[src/rtl/sequential_ripple_borrow_subtract.sv]
// -----------------------------------------------------------------------------
// sequential_ripple_borrow_subtract
//
// Multi-cycle subtractor: computes c = a - b - bi (mod 2^N) one W-bit digit per
// clock, least-significant digit first, rippling a registered borrow between
// digits. A result takes N/W cycles after the accept edge and is then held
// until the consumer takes it.
//
// Ports
//   clk        in   clock, all state changes on the rising edge
//   rst        in   asynchronous active-high reset
//   in_valid   in   a, b, bi are valid
//   in_ready   out  block can accept operands (IDLE only)
//   a          in   N-bit minuend
//   b          in   N-bit subtrahend
//   bi         in   borrow in
//   out_valid  out  c, bo, ov are valid (DONE only)
//   out_ready  in   consumer accepts the result
//   c          out  N-bit difference
//   bo         out  unsigned borrow out
//   ov         out  signed overflow
// -----------------------------------------------------------------------------
module sequential_ripple_borrow_subtract #(
    parameter int N = 32,
    parameter int W = 8
) (
    input  logic         clk,
    input  logic         rst,
    input  logic         in_valid,
    output logic         in_ready,
    input  logic [N-1:0] a,
    input  logic [N-1:0] b,
    input  logic         bi,
    output logic         out_valid,
    input  logic         out_ready,
    output logic [N-1:0] c,
    output logic         bo,
    output logic         ov
);

    localparam int ND = N / ((W < 1) ? 1 : W);
    localparam int CW = (ND > 1) ? $clog2(ND) : 1;

    localparam logic [1:0] ST_IDLE = 2'd0;
    localparam logic [1:0] ST_RUN  = 2'd1;
    localparam logic [1:0] ST_DONE = 2'd2;

    // Reject unsupported digit widths at elaboration.
    generate
        if ((W < 1) || (W > N) || ((N % ((W < 1) ? 1 : W)) != 0)) begin : g_bad_params
            $error("sequential_ripple_borrow_subtract: N must be a multiple of W and 1 <= W <= N");
        end
    endgenerate

    logic [1:0]    state_q, state_d;
    logic          armed_q;
    logic [N-1:0]  a_q, a_d;
    logic [N-1:0]  b_q, b_d;
    logic          borrow_q, borrow_d;
    logic [CW-1:0] cnt_q, cnt_d;
    logic [N-1:0]  c_q, c_d;
    logic          bo_q, bo_d;
    logic          ov_q, ov_d;

    // Digit selection: digit tables padded to a power of two so the counter
    // can index them directly without out-of-range entries.
    logic [W-1:0] a_digits [0:(1<<CW)-1];
    logic [W-1:0] b_digits [0:(1<<CW)-1];
    logic [W-1:0] a_dig;
    logic [W-1:0] b_dig;
    logic [W:0]   diff;
    logic [N-1:0] c_run;
    logic         last_digit;

    genvar gi;
    generate
        for (gi = 0; gi < (1 << CW); gi++) begin : g_digit_tbl
            if (gi < ND) begin : g_real
                assign a_digits[gi] = a_q[gi*W +: W];
                assign b_digits[gi] = b_q[gi*W +: W];
            end else begin : g_pad
                assign a_digits[gi] = '0;
                assign b_digits[gi] = '0;
            end
        end

        // Result vector with the current digit replaced by this cycle's difference.
        for (gi = 0; gi < ND; gi++) begin : g_c_write
            assign c_run[gi*W +: W] = (cnt_q == CW'(gi)) ? diff[W-1:0] : c_q[gi*W +: W];
        end
    endgenerate

    assign a_dig      = a_digits[cnt_q];
    assign b_dig      = b_digits[cnt_q];
    // Top bit of the W+1-bit result is the borrow out of this digit.
    assign diff       = {1'b0, a_dig} - {1'b0, b_dig} - {{W{1'b0}}, borrow_q};
    assign last_digit = (cnt_q == CW'(ND - 1));

    always_comb begin
        state_d  = state_q;
        a_d      = a_q;
        b_d      = b_q;
        borrow_d = borrow_q;
        cnt_d    = cnt_q;
        c_d      = c_q;
        bo_d     = bo_q;
        ov_d     = ov_q;
        case (state_q)
            ST_IDLE: begin
                if (in_valid && in_ready) begin
                    a_d      = a;
                    b_d      = b;
                    borrow_d = bi;
                    cnt_d    = '0;
                    c_d      = '0;
                    state_d  = ST_RUN;
                end
            end
            ST_RUN: begin
                c_d      = c_run;
                borrow_d = diff[W];
                cnt_d    = cnt_q + CW'(1);
                if (last_digit) begin
                    bo_d    = diff[W];
                    // diff[W-1] is the sign bit of the finished result.
                    ov_d    = (a_q[N-1] != b_q[N-1]) && (diff[W-1] != a_q[N-1]);
                    cnt_d   = '0;
                    state_d = ST_DONE;
                end
            end
            ST_DONE: begin
                if (out_ready) begin
                    state_d = ST_IDLE;
                end
            end
            default: state_d = ST_IDLE;
        endcase
    end

    always_ff @(posedge clk or posedge rst) begin
        if (rst) begin
            state_q  <= ST_IDLE;
            armed_q  <= 1'b0;
            a_q      <= '0;
            b_q      <= '0;
            borrow_q <= 1'b0;
            cnt_q    <= '0;
            c_q      <= '0;
            bo_q     <= 1'b0;
            ov_q     <= 1'b0;
        end else begin
            state_q  <= state_d;
            // in_ready stays low until the first edge after reset release.
            armed_q  <= 1'b1;
            a_q      <= a_d;
            b_q      <= b_d;
            borrow_q <= borrow_d;
            cnt_q    <= cnt_d;
            c_q      <= c_d;
            bo_q     <= bo_d;
            ov_q     <= ov_d;
        end
    end

    assign in_ready  = (state_q == ST_IDLE) && armed_q;
    assign out_valid = (state_q == ST_DONE);
    assign c         = c_q;
    assign bo        = bo_q;
    assign ov        = ov_q;

endmodule

[config.mk]
export PLATFORM = sky130hd
export DESIGN_NAME = sequential_ripple_borrow_subtract
export DESIGN_NICKNAME = d
export VERILOG_FILES = /design/src/rtl/sequential_ripple_borrow_subtract.sv
export SDC_FILE = /design/constraint.sdc
export NUM_CORES = 1
export LEC_CHECK = 0
export ABC_AREA = 1
export ABC_CLOCK_PERIOD_IN_PS = 4300
export BUFFER_PORTS_ARGS = -buffer_cell sky130_fd_sc_hd__buf_2
export CORE_ASPECT_RATIO = 2
export CORE_MARGIN = 2
export CORE_UTILIZATION = 30
export CTS_CLUSTER_SIZE = 40
export DETAILED_ROUTE_END_ITERATION = 12
export PLACE_DENSITY = 0.53
export SLEW_MARGIN = 25
export SYNTH_ARGS = -nofsm -noshare
export SYNTH_HDL_FRONTEND = slang
export SYNTH_SLANG_ARGS = --single-unit
[constraint.sdc]
create_clock -name clk -period 4.3 [get_ports clk]
set_input_delay 0.43 -clock clk [delete_from_list [all_inputs] [get_ports clk]]
set_output_delay 0.43 -clock clk [all_outputs]
set_load 0.05 [all_outputs]
### Word level (Yosys, flattened, before mapping)

Cells that the tools add are included.
Widths: inputs -> output; s select.

| storage, ports and cells | value |
|---|---|
| register bits after elaboration | 104 |
| latch bits | 0 |
| memory bits (writable) | 0 |
| bits in read-only memories | 0 |
| input port bits | 69 |
| output and inout port bits | 36 |
| word-level logic and storage cells | 65 |
| memories | 0 |

| cells by class | value |
|---|---|
| add/subtract/negate cells | 3 |
| multiply operators | 0 |
| div/mod/pow operators | 0 |
| order comparisons | 1 |
| equal/unequal tests | 13 |
| shift operators | 0 |
| mux-type cells | 21 |
| bitwise gates (word level) | 1 |
| reductions and logical operators | 14 |

Operators by type and width:

| kind | number |
|---|---|
| $mux 8 | 8 |
| $pmux 32 s2 | 1 |
| $bmux 8 s2 | 2 |
| $mux 32 | 1 |
| $reduce_and 3->1 | 5 |
| $mux 2 | 5 |
| $ne 2x2->1 const B | 5 |
| $sub 8x8->9 | 1 |
| $sub 9x1->9 | 1 |
| $eq 2x2->1 const B | 3 |
| $pmux 2 s3 | 1 |
| $reduce_and 2->1 | 3 |
| $eq 2x1->1 const B | 2 |
| $logic_not 2->1 | 2 |
| $pmux 2 s2 | 1 |
| $ge 3x3->1 const B | 1 |
| $logic_and 1x1->1 | 3 |
| $not 2->3 | 1 |
| $add 2x1->2 const B | 1 |
| $ne 1x1->1 | 2 |
| $ne 2x1->1 const B | 1 |
| $pmux 1 s2 | 1 |
| $reduce_bool 2->1 | 1 |
| $mux 1 | 1 |

### Depth between registers and ports, before layout

Gate-level depths: netlist (run 1).

| logic depth | value |
|---|---|
| depth in word-level cells | 8 |
| gate-level depth with buffers | 19 |
| depth with buffers taken out | 17 |

### Worst setup path before layout (run 1)

OpenSTA, ideal clock, no wires.

| timing path | value |
|---|---|
| path kind | reg2reg |
| from | reg cnt_q[0] |
| to | reg c_q[14] (netlist: c[14]) |
| setup time | 0.118 ns |
| arrival | 2.739 ns |
| required time | 4.182 ns |
| slack | 1.443 ns |
| stages on the path, launching flop included | 20 |
| path buffers | 2 |
| clock period less this slack | 2.857 ns |
| cells stage by stage | dfrtp_1 buf_4 inv_2 clkbuf_1 nor2_1 nor2_1 a21oi_1 fa_1 fa_1 inv_1 nand2_1 nand2_1 nand2_1 nand2_1 nand2_1 nand2_1 nand2_1 or2_2 nand4_1 nand2_1 |

| on the way | value |
|---|---|
| longest elaborated chain between the ends | 8 |
| elaborated cells on any way between the ends | 14 |
| those cells by class | 2 x add/sub; 2 x eq/ne; 8 x mux; 1 x bitwise; 1 x reduce/logical |

RTL lines:

| what | RTL line | text |
|---|---|---|
| from (decl) | 60 | `logic [CW-1:0] cnt_q, cnt_d;` |
| from (signal assigned) | 158 | `cnt_q <= cnt_d;` |
| $not 2->3 (implied by the code) | 93, 94 |  |
| $bmux 8 s2, on equally long branches | 93, 94 |  |
| $mux 8, on equally long branches (2 in a row) | 93, 94 |  |
| $sub 8x8->9 | 96 | `assign diff = {1'b0, a_dig} - {1'b0, b_dig} - {{W{1'b0}}, borrow_q};` |
| $sub 9x1->9 | 96 |  |
| $mux 8 | 89 | `assign c_run[gi*W +: W] = (cnt_q == CW'(gi)) ? diff[W-1:0] : c_q[gi*W +: W];` |
| $pmux 32 s2 | 108 | `case (state_q)` |
| to (signal assigned) | 148 | `c_q <= '0;` |
| to (signal assigned) | 159 | `c_q <= c_d;` |
| to (decl) | 61 | `logic [N-1:0] c_q, c_d;` |

Several ways; a longest one is shown, not always the timed one. The select of a mux whose other input is x is not followed.
A chain may end at the register's enable or synchronous reset.

### Worst setup path in the final report (run 1)

| timing path | value |
|---|---|
| from | reg cnt_q[0] |
| to | reg c_q[30] (netlist: c[30]) |

The elaborated chain is that of the path after synthesis.

==> metrics.yaml, run 1 <==
clocking:
  cts_tree: "done"
  clk_pin_slew_ns: 0.06
  cts.path.max_buffers: 2
  root_buffer: "clkbuf_16"
  insertion_delay_ns: 0.34
  post_cts_resized: 0
  cts_sinks: 104
  cts_setup_buffers: 0
  h-tree-depth: 3
  cts_made_buffers: 9
  cts_hold_buf: 0
logic_synthesis:
  postSynthAreaPerCell_um2: 8.11
  seq_area_frac_synth: 0.514
  synth_flop_cell: "dfrtp_1"
  synth-edff-count: 0
  async_flop_share: 1.00
  yosysMostFrequentCell: "nand2_1"
  ys.warnings.count: 0
  ys_ff_latch: 104
  syn_area_um2: 5070
  ys_types: 32
  synth_nets: 712
  netlist.area_leader.share: 0.514
  synth_area_leaders: "dfrtp_1 (51%), nand2_1 (22%), ha_1 (4.0%)"
  synth_cells: 625
  synth_commonest_cells: "nand2_1 (300), dfrtp_1 (104), o21ai_0 (33)"
  yosys.area.top_type: "dfrtp_1"
global_route:
  antenna_found_initial: 0
  grt_pass1_vias: 4265
  grt_pass1_wl_mm: 21.8
  grt_max_degree: 68
  grt_remaining_overflow: 0
  grt_usage: 0.160
status:
  status: "finished, final reports clean"
route:
  viasPerCell: 4.50
  num_vias: 4166
  wl_per_cell_um: 14.5
  drc: 0
  wl_mm: 13.4
  drtIter0Drc: 155
  dr.pass1.iters: 6
  ant_nets: 0
timing:
  min_period_ns: 3.30
  fmax_ghz: 0.303
  rsz0062_at_grt: "false"
  drv_slew: 0
  finalCritPeriodShare: 0.767
  worstMarginPinSlew_ns: 0.992
  max_slew_margin: 0.339
  clock_skew_ns: 0.00607
  setup_violations: 0
  tns_ns: 0
  hold_violations: 0
final_layout:
  drive_above_1_share: 0.203
  diodes: 0
  fin_nets: 802
  area_growth_pct: 19.0
  fill_cells: 1836
die:
  die_h_um: 188
  die_x_um: 95.9
  start_util: 0.304
  io_pins: 105
  die-area_um2: 18000
  rows: 67
  core_area_um2: 16700
setup_path:
  crit_path_end_kind: "flip-flop"
  criticalPathCategory: "flip-flop to flip-flop"
  critPathRequiredTime_ns: 4.53
  reg2reg_depth: 16
  start_kind: "flip-flop"
  ff2ff_setup_slack_ns: 1.00
  critPathMaxFanout: 35
  crit_arrival_ns: 3.53
placed_design:
  portBuffers: 104
  gp_congestion: 0.847
  dp_hpwl_mm: 10.5
worst_hold_path:
  min_path_type: "input port to async pin"
run:
  cap_violations: 0
[layout make-up]
class                           count  area, µm²  area share
Sequential cell                   104       2600       0.432
Inverter                           39        151      0.0251
Tap cell                          207        259      0.0430
Clock inverter                      4       95.1      0.0158
Multi-Input combinational cell    453       2140       0.355
Timing Repair Buffer              108        551      0.0913
Clock buffer                       10        229      0.0380
[path summary, 6_finish.rpt]
check | to | start
max in group asynchronous | c[14] | rst
hold reg to reg | c[2] | c[2]
hold / removal | b_q[1] | rst
min in group clk | state_q[1] | out_ready
setup reg to reg | c[30] | cnt_q[0]
setup / recovery | c[30] | cnt_q[0]
[worst max-delay path, stage by stage, from the launching register on]
cell	delay [ns]
dfrtp_1	0.64
inv_2	0.35
o21ai_0	0.26
o22ai_1	0.13
fa_1	0.43
fa_1	0.41
inv_1	0.07
nand2_1	0.06
nand2_1	0.06
nand2_1	0.09
nand2_1	0.08
nand2_1	0.05
nand2_1	0.05
nand2_1	0.06
or2_2	0.31
nand4_1	0.09
nand2_1	0.05
[metrics by stage]
stage	worst slack, ns	hold WS [ns]	instance area [µm²]	utilization	cells
after CTS	0.997	0.0404	6030	0.361	925
after global routing	0.649	0.0520	6030	0.361	925
after detailed placement	1.02	0.412	5700	0.342	911
after floorplan	1.14	0.444	5070	-	625
final	1.00	0.0359	6030	0.361	925
after global placement	1.10	0.409	5700	0.342	911
[registers in the layout, indices dropped and copies added (netlist names)]
signal	count
state_q	2
borrow_q	1
bo	1
armed_q	1
a_q	32
c	32
ov	1
cnt_q	2
b_q	32
[kinds of logic after synthesis]
logic type | Yosys count | synth area share
compound gates | 76 | 0.0850
xor+xnor | 1 | 0.00173
fa+ha+maj | 18 | 0.0474
buf+inv | 68 | 0.0640
flops | 104 | 0.514
other cells | 1 | 0.000740
simple gates | 357 | 0.287
[per-layer routing]
metal	GRT usage	wire length, µm	share of wire
met1	0.176	5100	0.38
met2	0.298	7550	0.56
met3	0.0189	333	0.025
met4	0.0654	391	0.029
met5	0	0	0
[layout by cell type, fill, tap and decap left out, types with 3 or more instances in the layout]
cell type / n
nand2_1: 300
dfrtp_1: 104
buf_2: 104
o21ai_0: 33
inv_1: 31
nor2_1: 26
ha_1: 16
a21oi_1: 15
o21ai_1: 11
nand3_1: 10
clkbuf_16: 9
o22ai_1: 7
inv_2: 6
nand4_1: 6
a32o_1: 5
nand2_4: 4
buf_4: 4
nor2_4: 3
or2_2: 3
o21ai_2: 3
bufinv_16: 3
Power of run 1 is left out: the tool's default activity adds up to more than one toggle a clock period on the data nets, which glitch-free logic cannot reach.
==> run 2, diff against run 1 <==
--- a/config.mk
+++ b/config.mk
@@ -6,14 +6,14 @@
 export NUM_CORES = 1
 export LEC_CHECK = 0
 export ABC_AREA = 1
-export ABC_CLOCK_PERIOD_IN_PS = 4300
+export ABC_CLOCK_PERIOD_IN_PS = 3000
 export BUFFER_PORTS_ARGS = -buffer_cell sky130_fd_sc_hd__buf_2
 export CORE_ASPECT_RATIO = 2
 export CORE_MARGIN = 2
 export CORE_UTILIZATION = 30
 export CTS_CLUSTER_SIZE = 40
 export DETAILED_ROUTE_END_ITERATION = 12
-export PLACE_DENSITY = 0.53
+export PLACE_DENSITY = 0.55
 export SLEW_MARGIN = 25
 export SYNTH_ARGS = -nofsm -noshare
 export SYNTH_HDL_FRONTEND = slang
==> constraint.sdc (replaced) <==
create_clock -name clk -period 3 [get_ports clk]
set_input_delay 0.3 -clock clk [delete_from_list [all_inputs] [get_ports clk]]
set_output_delay 0.3 -clock clk [all_outputs]
set_load 0.05 [all_outputs]
==> run 2 against run 1 <==
Sequential share of layout area decreased by 1.4 points; maximum frequency increased by 20%; final cell count increased by 1.7%; wire length increased by 3.3%; clock-buffer cell count decreased by 1; first-iteration DRC count increased by 25%; flip-flop and latch count unchanged; register-to-register slack got worse by 0.76 ns; largest cell class unchanged.
==> metrics.yaml, run 2 (synthesis results as in run 1) <==
status:
  status: "finished, final reports clean"
timing:
  tns_ns: 0  # unchanged
  min_period_ns: 2.75  # -0.545 ns
  fmax_ghz: 0.363  # +20%
  setup_violations: 0  # unchanged
  max_slew_margin: 0.535  # +0.196
  clock_skew_ns: 0.0133  # +0.00728 ns
  finalCritPeriodShare: 0.917  # +0.151
  drv_slew: 0  # unchanged
  hold_violations: 0  # unchanged
  rsz0062_at_grt: "false"
  worstMarginPinSlew_ns: 0.697  # -0.296 ns
setup_path:
  ff2ff_setup_slack_ns: 0.25  # -0.76 ns
  crit_arrival_ns: 2.96  # -0.57 ns
  crit_path_end_kind: "flip-flop"
  reg2reg_to: "c[5]"
  startpoint: "cnt_q[0]"
  criticalPathCategory: "flip-flop to flip-flop"
  critPathRequiredTime_ns: 3.21  # -1.32 ns
  rr_startpoint: "cnt_q[0]"
  critPathMaxFanout: 7  # -80%
  reg2reg_depth: 14  # -2
  start_kind: "flip-flop"
final_layout:
  fill_cells: 1789  # -2.6%
  drive_above_1_share: 0.232  # +0.0283
  layout_commonest_cell: "nand2_1"
  fin_nets: 816  # +1.7%
  layout_common_cells: "nand2_1 (299), buf_2 (104), dfrtp_1 (103), inv_1 (31), o21ai_0 (30)"
  diodes: 0  # unchanged
  area_growth_pct: 22.9
clocking:
  insertion_delay_ns: 0.35  # about the same
  cts_made_buffers: 9  # unchanged
  root_buffer: "clkbuf_16"
  clk_pin_slew_ns: 0.08  # +0.02 ns
  cts.path.max_buffers: 2  # unchanged
  h-tree-depth: 3  # unchanged
  cts_tree: "done"
  cts_hold_buf: 0  # unchanged
  cts_sinks: 104  # unchanged
route:
  wl_mm: 13.8  # +3.3%
  dr.pass1.iters: 4  # -2
  wl_per_cell_um: 14.7  # +1.5%
  drtIter0Drc: 193  # +25%
  drc: 0  # unchanged
  viasPerCell: 4.48  # -0.61%
  num_vias: 4212  # +1.1%
  ant_nets: 0  # unchanged
die:
  io_pins: 105  # unchanged
  core_area_um2: 16700  # unchanged
  die_x_um: 95.9  # unchanged
  start_util: 0.304  # unchanged
  die_h_um: 188  # unchanged
  die-area_um2: 18000  # unchanged
  rows: 67  # unchanged
placed_design:
  portBuffers: 104  # unchanged
  dp_hpwl_mm: 10.8  # +3.4%
  gp_congestion: 0.868  # +2.5%
run:
  cap_violations: 0  # unchanged
worst_hold_path:
  min_path_type: "input port to async pin"
global_route:
  grt_remaining_overflow: 0  # unchanged
  antenna_found_initial: 0  # unchanged
  grt_pass1_wl_mm: 22.5  # +3.2%
  grt_usage: 0.166  # +0.00584
  grt_max_degree: 54  # -21%
  grt_pass1_vias: 4416  # +3.5%
run 2: cell count changes in the layout (fill, tap and decap cells not counted), sizes merged:
cell,before,now
buf,108,122
clkinv,1,4
bufinv,3,2
clkbuf,10,9
clkinvlp,0,1
run 2: critical path, cell delays in order, from the launching register on:
cell	delay [ns]
dfrtp_2	0.43
clkinv_4	0.09
buf_4	0.16
o21ai_0	0.17
o22ai_1	0.09
buf_4	0.15
ha_1	0.26
inv_1	0.04
ha_1	0.35
nand2_1	0.11
a21oi_1	0.05
nor2_1	0.08
nand2_1	0.09
o21ai_0	0.39
o21ai_0	0.14
run 2: layout make-up:
| type | instances | area, µm² | area share |
|---|---|---|---|
| Clock buffer | 9 | 225 | 0.0362 |
| Clock inverter | 7 | 103 | 0.0165 |
| Inverter | 39 | 158 | 0.0253 |
| Multi-Input combinational cell | 453 | 2170 | 0.349 |
| Sequential cell | 104 | 2600 | 0.418 |
| Tap cell | 207 | 259 | 0.0416 |
| Timing Repair Buffer | 122 | 709 | 0.114 |
run 2: worst max-delay path by stage:
stage	to	slack (ns)
floorplan	c[14]	0.14
global placement	c[14]	0.12
detailed placement	c[14]	0.09
CTS	c[14]	0.08
global route	c[31]	0.02
finish	c[5]	0.25
run 2: what timing repair did:
item | 4_1_cts | 5_1_grt
buffers inserted | 0 | 3
gates resized for setup | 0 | 18
endpoints found under the setup margin | 0 | 9
run 2: through the flow:
stage / hold WS, ns / area (µm²) / worst slack (ns) / instances / util
floorplan: 0.395 / 5070 / 0.143 / 625 / -
global placement: 0.437 / 5820 / 0.121 / 922 / 0.349
detailed placement: 0.444 / 5820 / 0.0880 / 922 / 0.349
CTS: 0.0647 / 6150 / 0.0776 / 938 / 0.369
global route: 0.0966 / 6230 / 0.0174 / 941 / 0.373
finish: 0.0431 / 6230 / 0.249 / 941 / 0.373
run 2: metal layers:
metal | wire [µm] | track usage | vias to the layer above
met3 | 337 | 0.0197 | 22
met1 | 5250 | 0.181 | 1937
met5 | 0 | 0 | -
li1 | - | - | 2169
met4 | 416 | 0.0703 | 0
met2 | 7810 | 0.308 | 84
Power of run 2 is left out for the same reason.
==> run 3, diff against run 2 <==
--- a/config.mk
+++ b/config.mk
@@ -6,7 +6,7 @@
 export NUM_CORES = 1
 export LEC_CHECK = 0
 export ABC_AREA = 1
-export ABC_CLOCK_PERIOD_IN_PS = 3000
+export ABC_CLOCK_PERIOD_IN_PS = 2350
 export BUFFER_PORTS_ARGS = -buffer_cell sky130_fd_sc_hd__buf_2
 export CORE_ASPECT_RATIO = 2
 export CORE_MARGIN = 2
==> constraint.sdc (replaced) <==
create_clock -name clk -period 2.35 [get_ports clk]
set_input_delay 0.235 -clock clk [delete_from_list [all_inputs] [get_ports clk]]
set_output_delay 0.235 -clock clk [all_outputs]
set_load 0.05 [all_outputs]
==> run 3 against run 2 <==
The flow now finishes with violations (negative setup slack); register-to-register slack worse by 0.50 ns; non-clock buffer count up 22; sequential share of layout area down 1.4 points; die area unchanged; highest routed layer unchanged.
==> metrics.yaml, run 3 (synthesis results as in run 1) <==
die:
  die_x_um: 95.9  # unchanged
  start_util: 0.304  # unchanged
  die-area_um2: 18000  # unchanged
  io_pins: 105  # unchanged
  rows: 67  # unchanged
  core_area_um2: 16700  # unchanged
  die_h_um: 188  # unchanged
final_layout:
  diodes: 0  # unchanged
  multi_input_area_um2: 2260  # +3.9%
  fill_cells: 1751  # -2.1%
  stdcell_count: 962  # +2.2%
  ff_latch_area_um2: 2600  # unchanged
  fin_nets: 838  # +2.7%
  layout_commonest_cell: "nand2_1"
  area_growth_pct: 27.3
  drive_above_1_share: 0.277  # +0.0452
  layout_common_cells: "nand2_1 (293), buf_2 (104), dfrtp_1 (103), buf_4 (31), inv_1 (29)"
route:
  drc: 0  # unchanged
  viasPerCell: 4.45  # -0.60%
  dr.pass1.iters: 4  # unchanged
  wl_per_cell_um: 14.1  # -4.1%
  ant_nets: 0  # unchanged
  drtIter0Drc: 131  # -32%
  num_vias: 4280  # +1.6%
  wl_mm: 13.5  # -2.0%
timing:
  fmax_ghz: 0.385  # +5.9%
  worstMarginPinSlew_ns: 0.584  # -0.113 ns
  hold_violations: 0  # unchanged
  fin_ws_ns: -0.249  # -0.497 ns
  min_period_ns: 2.60  # -0.153 ns
  setup_violations: 19  # +19
  rsz0062_at_grt: "true"
  clock_skew_ns: 0.00688  # -0.00647 ns
  finalCritPeriodShare: 1.11  # +0.189
  drv_slew: 0  # unchanged
  tns_ns: -3.43  # -3.43 ns
  max_slew_margin: 0.611  # +0.0763
setup_path:
  crit_path_end_kind: "flip-flop"
  critPathMaxFanout: 13  # +6
  reg2reg_depth: 15  # +1
  criticalPathCategory: "flip-flop to flip-flop"
  reg2reg_to: "c[13]"
  startpoint: "cnt_q[0]"
  rr_startpoint: "cnt_q[0]"
  crit_arrival_ns: 2.86  # -0.10 ns
  slowest_stage: "dfrtp_2"
  crit_family: "compound AO/OA/AOI/OAI gates"
  ff2ff_setup_slack_ns: -0.25  # -0.50 ns
  start_kind: "flip-flop"
  critPathRequiredTime_ns: 2.61  # -0.60 ns
  crit_cells: 15  # +1
  critical_path_buf_inv_count: 4  # unchanged
  cp-endpoint: "c[13]"
  worstPathCellList: "buf_6 > o21ai_1 > o22ai_1 > buf_4 > ha_1 > inv_1 > ha_1 > nand2_1 > a21oi_1 > nor2_1 > nand2_1 > a21oi_1 > o21ai_0 > buf_4 > o21ai_0"
  max_stage_delay_ns: 0.48  # +0.05 ns
clocking:
  h-tree-depth: 3  # unchanged
  cts.path.max_buffers: 2  # unchanged
  cts_made_buffers: 9  # unchanged
  clk_pin_slew_ns: 0.07  # about the same
  cts_hold_buf: 0  # unchanged
  cts_sinks: 104  # unchanged
  insertion_delay_ns: 0.34  # about the same
  cts_tree: "done"
  root_buffer: "clkbuf_16"
status:
  status: "finished, violations left"
  violations: "negative setup slack"
global_route:
  grtUsageMet3: 0.0201  # +0.000402
  grt_pass1_wl_mm: 21.9  # -3.1%
  grt_remaining_overflow: 0  # unchanged
  antenna_found_initial: 0  # unchanged
  grt-busiest-layer: "met2"
  grt_usage: 0.159  # -0.00640
  grt_pass1_vias: 4396  # -0.45%
  grt.met2_usage: 0.297  # -0.0108
  grt_use_met1: 0.177  # -0.00424
  grt_max_degree: 105  # +94%
worst_hold_path:
  min_path_type: "input port to async pin"
placed_design:
  place_ws_ns: -0.235  # -0.323 ns
  dp_hpwl_mm: 10.5  # -3.1%
  post-place-cells: 945  # +2.5%
  portBuffers: 104  # unchanged
  gp_congestion: 0.889  # +2.4%
run:
  cap_violations: 0  # unchanged
==> run 3: area by class of cell <==
type | instances | share of cell area
clock buffer | 11 | 0.0376
clock inverter | 4 | 0.00698
inverter | 39 | 0.0248
multi-input combinational | 453 | 0.350
sequential | 104 | 0.404
tap | 207 | 0.0401
timing repair buffer | 144 | 0.137
==> run 3: worst min-delay path, stage by stage <==
cell and delay (ns):
buf_2 0.11, clkinvlp_4 0.07, buf_12 0.40
==> run 3: how the worst min path moves through the flow <==
| stage | end | cells past startpoint | slack (ns) | from |
|---|---|---|---|---|
| 6_report | b_q[1] | 3 | 0.03 | rst |
| 2_1_floorplan | state_q[1] | 1 | 0.33 | out_ready |
| 5_1_grt | b_q[1] | 3 | 0.08 | rst |
| 3_3_place_gp | b_q[12] | 3 | 0.43 | b[12] |
| 4_1_cts | b_q[25] | 3 | 0.07 | rst |
| 3_5_place_dp | b_q[8] | 3 | 0.43 | b[8] |
==> run 3: stage by stage <==
step	hold WS [ns]	util	instance area [µm²]
finish	0.0318	0.387	6450
global route	0.0850	0.387	6450
CTS	0.0701	0.380	6340
detailed placement	0.432	0.362	6030
global placement	0.434	0.362	6030
floorplan	0.330	-	5140
==> run 3: what timing repair did <==
item,CTS,global route
setup endpoints to repair,27,31
resized for setup,7,35
buffers inserted,0,2
pin swaps,1,3
==> run 3: per-layer routing <==
| layer | share of wire | vias up | routed length, µm |
|---|---|---|---|
| met5 | 0 | - | 0 |
| met3 | 0.026 | 13 | 348 |
| met1 | 0.38 | 1983 | 5210 |
| li1 | - | 2202 | - |
| met2 | 0.57 | 82 | 7750 |
| met4 | 0.017 | 0 | 231 |
Power of run 3 is left out for the same reason.
